<file path="src/rtl/dm_pkg.sv">
// Shared definitions for the data-memory arbiter: memory geometry, requester ids
// and the request/response record types used inside dm_arbiter.
package dm_pkg;

  localparam int DM_WORDS = 1024;
  localparam int WIDX_HI  = 11;
  localparam int WIDX_LO  = 2;

  // First byte address past the memory window.
  localparam logic [31:0] ADDR_LIMIT_DEF = 32'(DM_WORDS * 4);

  localparam int REQ_CPU = 0;
  localparam int REQ_AUX = 1;

  typedef struct packed {
    logic        we;
    logic [31:0] addr;
    logic [31:0] wdata;
    logic [31:0] pc;
  } dm_req_t;

  typedef struct packed {
    logic        valid;
    logic [31:0] rdata;
    logic        err;
  } dm_rsp_t;

  function automatic logic [WIDX_HI-WIDX_LO:0] word_idx(input logic [31:0] addr);
    return addr[WIDX_HI:WIDX_LO];
  endfunction

endpackage

</file>
<file path="src/rtl/dm_arb_starve.sv">
// Starvation guard for the secondary requester: counts consecutive lost cycles and
// raises force_gnt once the count reaches MAX_WAIT (legal 1..15).
module dm_arb_starve #(
  parameter int MAX_WAIT = 4
) (
  input  logic clk,
  input  logic reset,
  input  logic req,
  input  logic gnt,
  output logic force_gnt
);

  localparam int CW = $clog2(MAX_WAIT + 1);
  localparam logic [CW-1:0] CNT_MAX = CW'(MAX_WAIT);

  logic [CW-1:0] starve_cnt;

  // Saturates so a held request stays forced until it actually wins.
  always_ff @(posedge clk) begin
    if (reset) begin
      starve_cnt <= '0;
    end else if (gnt || !req) begin
      starve_cnt <= '0;
    end else if (starve_cnt != CNT_MAX) begin
      starve_cnt <= starve_cnt + CW'(1);
    end
  end

  assign force_gnt = req && (starve_cnt == CNT_MAX);

endmodule

</file>
<file path="src/rtl/dm_arbiter.sv">
// Two-requester arbiter in front of the single-port data memory; one access per
// cycle, registered response one cycle later. Optional write trace: DM_ARB_TRACE_EN.
module dm_arbiter
  import dm_pkg::*;
#(
  parameter int          MAX_WAIT   = 4,
  parameter logic [31:0] ADDR_LIMIT = ADDR_LIMIT_DEF
) (
  input  logic        clk,
  input  logic        reset,
  input  logic        req0,
  input  logic        req1,
  input  logic        we0,
  input  logic        we1,
  input  logic [31:0] addr0,
  input  logic [31:0] addr1,
  input  logic [31:0] wdata0,
  input  logic [31:0] wdata1,
  input  logic [31:0] pc0,
  input  logic [31:0] pc1,
  output logic        gnt0,
  output logic        gnt1,
  output logic        rvalid0,
  output logic        rvalid1,
  output logic [31:0] rdata0,
  output logic [31:0] rdata1,
  output logic        err0,
  output logic        err1,
  output logic        mem_we,
  output logic [31:0] mem_addr,
  output logic [31:0] mem_din,
  output logic [31:0] mem_pc,
  input  logic [31:0] mem_dout
);

  dm_req_t     rq [2];
  dm_req_t     win;
  dm_rsp_t     rsp0;
  dm_rsp_t     rsp1;
  logic        force_aux;
  logic        granted;
  logic        in_range;
  logic [31:0] rd_word;

  always_comb begin
    rq[REQ_CPU] = '{we: we0, addr: addr0, wdata: wdata0, pc: pc0};
    rq[REQ_AUX] = '{we: we1, addr: addr1, wdata: wdata1, pc: pc1};
  end

  dm_arb_starve #(
    .MAX_WAIT (MAX_WAIT)
  ) u_starve (
    .clk       (clk),
    .reset     (reset),
    .req       (req1),
    .gnt       (gnt1),
    .force_gnt (force_aux)
  );

  // Grants are gated by reset so nothing is committed in a reset cycle.
  always_comb begin
    gnt0 = 1'b0;
    gnt1 = 1'b0;
    if (!reset) begin
      if (force_aux) begin
        gnt1 = 1'b1;
      end else if (req0) begin
        gnt0 = 1'b1;
      end else if (req1) begin
        gnt1 = 1'b1;
      end
    end
  end

  always_comb begin
    granted = gnt0 || gnt1;
    if (gnt1) begin
      win = rq[REQ_AUX];
    end else if (gnt0) begin
      win = rq[REQ_CPU];
    end else begin
      win = '0;
    end
  end

  assign in_range = (win.addr < ADDR_LIMIT);
  assign mem_we   = granted && win.we && in_range;
  assign mem_addr = win.addr;
  assign mem_din  = win.wdata;
  assign mem_pc   = win.pc;
  assign rd_word  = (!win.we && in_range) ? mem_dout : 32'h0;

  // rdata/err hold their last value until the owner is granted again.
  always_ff @(posedge clk) begin
    if (reset) begin
      rsp0 <= '0;
      rsp1 <= '0;
    end else begin
      rsp0.valid <= gnt0;
      rsp1.valid <= gnt1;
      if (gnt0) begin
        rsp0.rdata <= rd_word;
        rsp0.err   <= !in_range;
      end
      if (gnt1) begin
        rsp1.rdata <= rd_word;
        rsp1.err   <= !in_range;
      end
    end
  end

  assign rvalid0 = rsp0.valid;
  assign rdata0  = rsp0.rdata;
  assign err0    = rsp0.err;
  assign rvalid1 = rsp1.valid;
  assign rdata1  = rsp1.rdata;
  assign err1    = rsp1.err;

`ifdef DM_ARB_TRACE_EN
  always_ff @(posedge clk) begin
    if (granted) begin
      if (mem_we) begin
        $display("%0d: %d@%h: *%h <= %h", gnt1 ? REQ_AUX : REQ_CPU, $time, win.pc,
                 win.addr, win.wdata);
      end else if (!in_range) begin
        $display("dm_arbiter warning: requester %0d access suppressed pc=%h addr=%h word=%0d",
                 gnt1 ? REQ_AUX : REQ_CPU, win.pc, win.addr, word_idx(win.addr));
      end
    end
  end
`else
  // Trace build disabled: the arbiter produces no simulation output.
`endif

endmodule

</file>
<file path="config.mk">
export PLATFORM = sky130hd
export DESIGN_NAME = dm_arbiter
export DESIGN_NICKNAME = d
export VERILOG_FILES = /design/src/rtl/dm_pkg.sv /design/src/rtl/dm_arb_starve.sv /design/src/rtl/dm_arbiter.sv
export SDC_FILE = /design/constraint.sdc
export NUM_CORES = 1
export LEC_CHECK = 0
export ABC_AREA = 1
export CELL_PAD_IN_SITES_DETAIL_PLACEMENT = 0
export CELL_PAD_IN_SITES_GLOBAL_PLACEMENT = 1
export CORE_AREA = 2 2 154 156
export DETAILED_ROUTE_END_ITERATION = 6
export DIE_AREA = 0 0 156 158
export DONT_BUFFER_PORTS = 1
export PLACE_DENSITY_LB_ADDON = 0.1
export SYNTH_ARGS = -nofsm -noshare
export SYNTH_HDL_FRONTEND = slang
export SYNTH_HIERARCHICAL = 1
export SYNTH_SLANG_ARGS = --single-unit
</file>
<file path="constraint.sdc">
create_clock -name clk -period 6.19 [get_ports clk]
set_input_delay 1.238 -clock clk [delete_from_list [all_inputs] [get_ports clk]]
set_output_delay 1.238 -clock clk [all_outputs]
set_load 0.05 [all_outputs]
</file>
==> results of run 1 <==
[through the flow]
step | instance area [um2] | utilization | total power [uW] | setup WS (ns)
after detailed placement | 4010 | 0.174 | 859 | 1.44
final | 4360 | 0.189 | 1400 | 1.37
after global placement | 4010 | 0.174 | 858 | 1.54
after global routing | 4350 | 0.189 | 1470 | 1.24
after CTS | 4330 | 0.188 | 1430 | 1.43
after floorplan | 3780 | - | 809 | 1.41
[report_power, final]
group,internal (uW),switching [uW]
clock,346,209
sequential,475,74.0
combinational,48.6,249
[logic make-up after synthesis]
group	after synthesis	synth area share
adders and majority gates	2	0.00661
buffers and inverters	71	0.0883
DFF	71	0.376
AOI/OAI and AO/OA	181	0.316
and+or+nand+nor	163	0.213
[synth_stat cells (all sizes together)]
master,number
nand2,101
a22o,77
dfxtp,71
o21ai,68
a21oi,36
nand4,33
inv,25
clkbuf,24
buf,22
nor2,15
nand3,13
ha,2
nor3,1
[worst paths after layout]
check,end,cells past startpoint,start
min,u_starve/starve_cnt[0],2,u_starve/starve_cnt[0]
max,mem_pc[5],7,req1
max reg2reg,rdata1[2],15,u_starve/starve_cnt[0]
min reg2reg,u_starve/starve_cnt[0],2,u_starve/starve_cnt[0]
[flip-flops by register name, indices dropped and copies added (netlist names)]
register             cells
err0                     1
rvalid0                  1
err1                     1
rdata1                  32
u_starve/starve_cnt      3
rdata0                  32
rvalid1                  1
[worst min-delay path, delay by kind of cell (launching register included)]
family           cells  cell delay, ns
flip-flops           1            0.33
AND/OR/NAND/NOR      1            0.08
AO/OA/AOI/OAI        1            0.06
[per-layer routing]
layer / global-route usage / part of all wire / up-vias
met2: 0.242 / 0.42 / 225
met3: 0.122 / 0.14 / 29
met4: 0.0559 / 0.025 / 8
li1: - / - / 1731
met5: 0 / 0.0023 / -
met1: 0.194 / 0.41 / 1856
[final cells by class]
cell class / instances / area (um2) / area share
Clock inverter: 4 / 51.3 / 0.0118
Timing Repair Buffer: 12 / 90.1 / 0.0207
Multi-Input combinational cell: 346 / 2040 / 0.469
Clock buffer: 12 / 267 / 0.0611
Sequential cell: 71 / 1420 / 0.326
Inverter: 25 / 93.8 / 0.0215
Antenna cell: 12 / 30.0 / 0.00689
Tap cell: 290 / 363 / 0.0832
==> run metrics, run 1 <==
Max-Cap Viols 0; Mapped Cells 488; Setup violations, final 0; Die X 156 um; worst-margin pin slew just over 0.8 ns; startpoint types input pin; drt wl/cell 29.3 um; DP Wirelength 17400 um; full die area about 0.025 mm2; Sum Neg Setup Slack 0 ns; pin count of the biggest net entering global routing 74; nets 697; min cycle time layout 4.82 ns; Ys Warns 6; total gr overflow 0; clk buf depth 2; Setup Buffers After CTS 0; synthesized flop and latch total 71; Final GP Congestion 0.743; TritonCTS Buffers 9; CTS root buf clkbuf_16; RSZ-0062 raised after global routing false; top cell type by total area after synthesis dfxtp_1; clk slew on worst S/H paths 0.06 ns; Num Clock Sinks 71; CP endpoint kind output port; top cells by area, synth dfxtp_1 (38%), a22o_1 (18%), nand2_1 (9.6%); Req. time, crit path approximately 5.0 ns; run status finished clean; delay-heaviest family, CP buffers and inverters; WHS 0.520 ns; Avg Inst Size Synth 7.75 um2; PwrDens 321 mW/mm2; CTS resizes 0; placed cell count 744; DRT Wirelength 22600 um; vias in the first global route 3593; Tcrit/Tclk final 0.778; DR iter-0 viols 255; htree depth 3; vias per cell ~5.0; I/O Pins 397; first-pass GRT wire length 28700 um; P&R area growth vs syn 15.2%; initial core utilization 0.164; Hold Vio Cnt, Final 0; layout cells sized above 1 0.106; Worst EP arrival ~3.6 ns; WP buf/inv 3; Pins Over Slew Limit 0; commonest non-fill, non-tap cells in the layout nand2_1 (97), a22o_1 (77), dfxtp_1 (71), o21ai_0 (36), a21oi_1 (35); VDD IR-drop max ~130 uV; Crit Path Max Fanout 53; antenna violations before repair 18; Unique masters post-synth 23; area of the core 0.0231 mm2; Netlist Area Pre-Place 0.00378 mm2; commonest non-fill, non-tap cell in the layout nand2_1; Max Clk Rate about 210 MHz; CTS tree yes; register area share after synthesis 0.376; setup slack, reg-to-reg around 2.8 ns; Global Route Usage Sum 0.168; Crit Path Class in -> out; die height 158 um; Max stage delay on crit path 0.67 ns; # port buffers 0; Final ANT Viol Nets 0; Hold/Removal Path Class reg -> reg; worst-skew pair later-pin latency 0.33 ns; crit path max-delay cell type buf_4; skew final just under 0.004 ns; Placement Rows 56; Pre-antenna DRT Iters 4; fill count 2620; Syn Nets 720; hold buffer count at cts 0; via count around 3.8k; number of remaining DRC errors 0; post-synth top area share 0.376; Rel. slew slack 0.462; cells along the critical path inv_1 -> nor2_1 -> inv_2 -> nand2_2 -> nor2_4 -> buf_4 -> a22o_1; fin cells 772; leak pwr roughly 0.0016 uW
Power figures use the tool's default switching activity.
==> run 2: changes to the inputs <==
clock period = 3.95 ns   (was 6.19 ns; I/O delays follow)
==> run 2 against run 1 <==
Net effect:
- count of clock-buffer cells in the layout fell by 2
- global-route usage fell by 0.33 points
- cell area rose by 9.9%
- sequential power rose by 56%
- core utilization rose by 1.9 points
- first-iteration DRC count fell by 36%
- cell count rose by 7.1%
- clock skew rose by 0.0079 ns
- combinational power rose by 73%
- highest routed layer unchanged
- worst setup slack got worse by 0.99 ns
- sequential share of layout area fell by 2.9 points
==> run metrics, run 2 (synthesized netlist as in run 1, its figures left out) <==
run status finished clean; Num Clock Sinks between 70 and 80; worst-margin pin slew 0.599 ns; Pins Over Slew Limit 0; Worst EP arrival ~2.8 ns; DP Wirelength ~18000 um; Setup Buffers After CTS 0; Final ANT Viol Nets 0; Die X 156 um; Rel. slew slack 0.600; CP endpoint kind output port; full die area 0.0246 mm2; DRT Wirelength 22500 um; WHS 0.499 ns; first-pass GRT wire length 28200 um; die height 158 um; Sum Neg Setup Slack 0 ns; Setup violations, final 0; Global Route Usage Sum 0.165; fill count 2620; htree depth 3; Hold Vio Cnt, Final 0; CTS tree yes; clk buf depth 2; skew final about 0.012 ns; fin worst setup slack 0.382 ns; VDD IR-drop max 188 uV; leak pwr 0.00190 uW; worst-skew pair later-pin latency approximately 0.35 ns; Max Clk Rate 280 MHz; area post-placement 0.00444 mm2; via count 4057; vias per cell 4.91; vias in the first global route 3709; clk slew on worst S/H paths 0.06 ns; I/O Pins 397; hold buffer count at cts 0; # port buffers 0; nets 751; RSZ-0062 raised after global routing false; DR iter-0 viols 163; Crit Path Class reg -> out; commonest non-fill, non-tap cell in the layout nand2_1; number of remaining DRC errors 0; layout cells sized above 1 0.198; placed cell count around 800; Req. time, crit path 3.16 ns; total gr overflow 0; antenna violations before repair 22; Tcrit/Tclk final 0.903; startpoint types flop; Hold/Removal Path Class reg -> reg; PwrDens ~470 mW/mm2; Pre-antenna DRT Iters 4; CTS resizes 0; Crit Path Max Fanout 79; min cycle time layout approximately 3.6 ns; drt wl/cell 27.2 um; area of the core between 0.02 and 0.025 mm2; P&R area growth vs syn 26.6%; fin cells about 830; pin count of the biggest net entering global routing 80; TritonCTS Buffers 9; commonest non-fill, non-tap cells in the layout nand2_1 (97), a22o_1 (77), dfxtp_1 (71), buf_4 (64), o21ai_0 (36); Placement Rows between 50 and 60; initial core utilization 0.164; Final GP Congestion 0.774; Max-Cap Viols 0; Place WS 0.603 ns; CTS root buf clkbuf_16; final instance area 0.00479 mm2
[run 2: metal layers]
metal	GRT usage	vias to the layer above	wire length, um	part of all wire
li1	-	1828	-	-
met1	0.185	1931	8860	0.39
met2	0.233	241	9380	0.42
met3	0.123	41	3410	0.15
met4	0.0708	16	771	0.034
met5	0	-	101	0.0045
[run 2: report_power, final]
part           internal (uW)  total, uW  switching, uW
sequential               744        859            116
combinational            118        517            398
clock                    517        866            348
total                   1380       2240            862
[run 2: worst paths after layout]
check	slack [ns]	cells past startpoint	to	from
setup / recovery	0.38	16	mem_we	u_starve/starve_cnt[0]
hold / removal	0.50	2	u_starve/starve_cnt[0]	u_starve/starve_cnt[0]
setup reg to reg	1.12	16	rdata1[2]	u_starve/starve_cnt[0]
hold reg to reg	0.50	2	u_starve/starve_cnt[0]	u_starve/starve_cnt[0]
[run 2: worst max-delay path: stages (launching register included)]
cell and delay, ns:
dfxtp_1 0.36, inv_1 0.07, ha_1 0.24, nand2_2 0.12, nor2_1 0.06, inv_2 0.13, nand2_2 0.11, nor2_4 0.27
buf_12 0.35, nand2_1 0.10, nand2_1 0.10, nor2_1 0.05, nand2_1 0.10, nor2_4 0.06, nand2_1 0.08, nor2_1 0.05
buf_4 0.19
[run 2: cell type report]
cell class | count | area, um2 | share of cell area
Clock buffer | 10 | 239 | 0.0499
Inverter | 25 | 93.8 | 0.0196
Sequential cell | 71 | 1420 | 0.297
Antenna cell | 13 | 32.5 | 0.00679
Multi-Input combinational cell | 346 | 2040 | 0.427
Tap cell | 290 | 363 | 0.0758
Clock inverter | 6 | 76.3 | 0.0159
Timing Repair Buffer | 66 | 520 | 0.109
[run 2: through the flow]
stage          power [uW]   util
4_1_cts              2280  0.206
3_5_place_dp         1400  0.193
3_3_place_gp         1400  0.193
6_report             2240  0.208
5_1_grt              2330  0.207
2_1_floorplan        1270      -
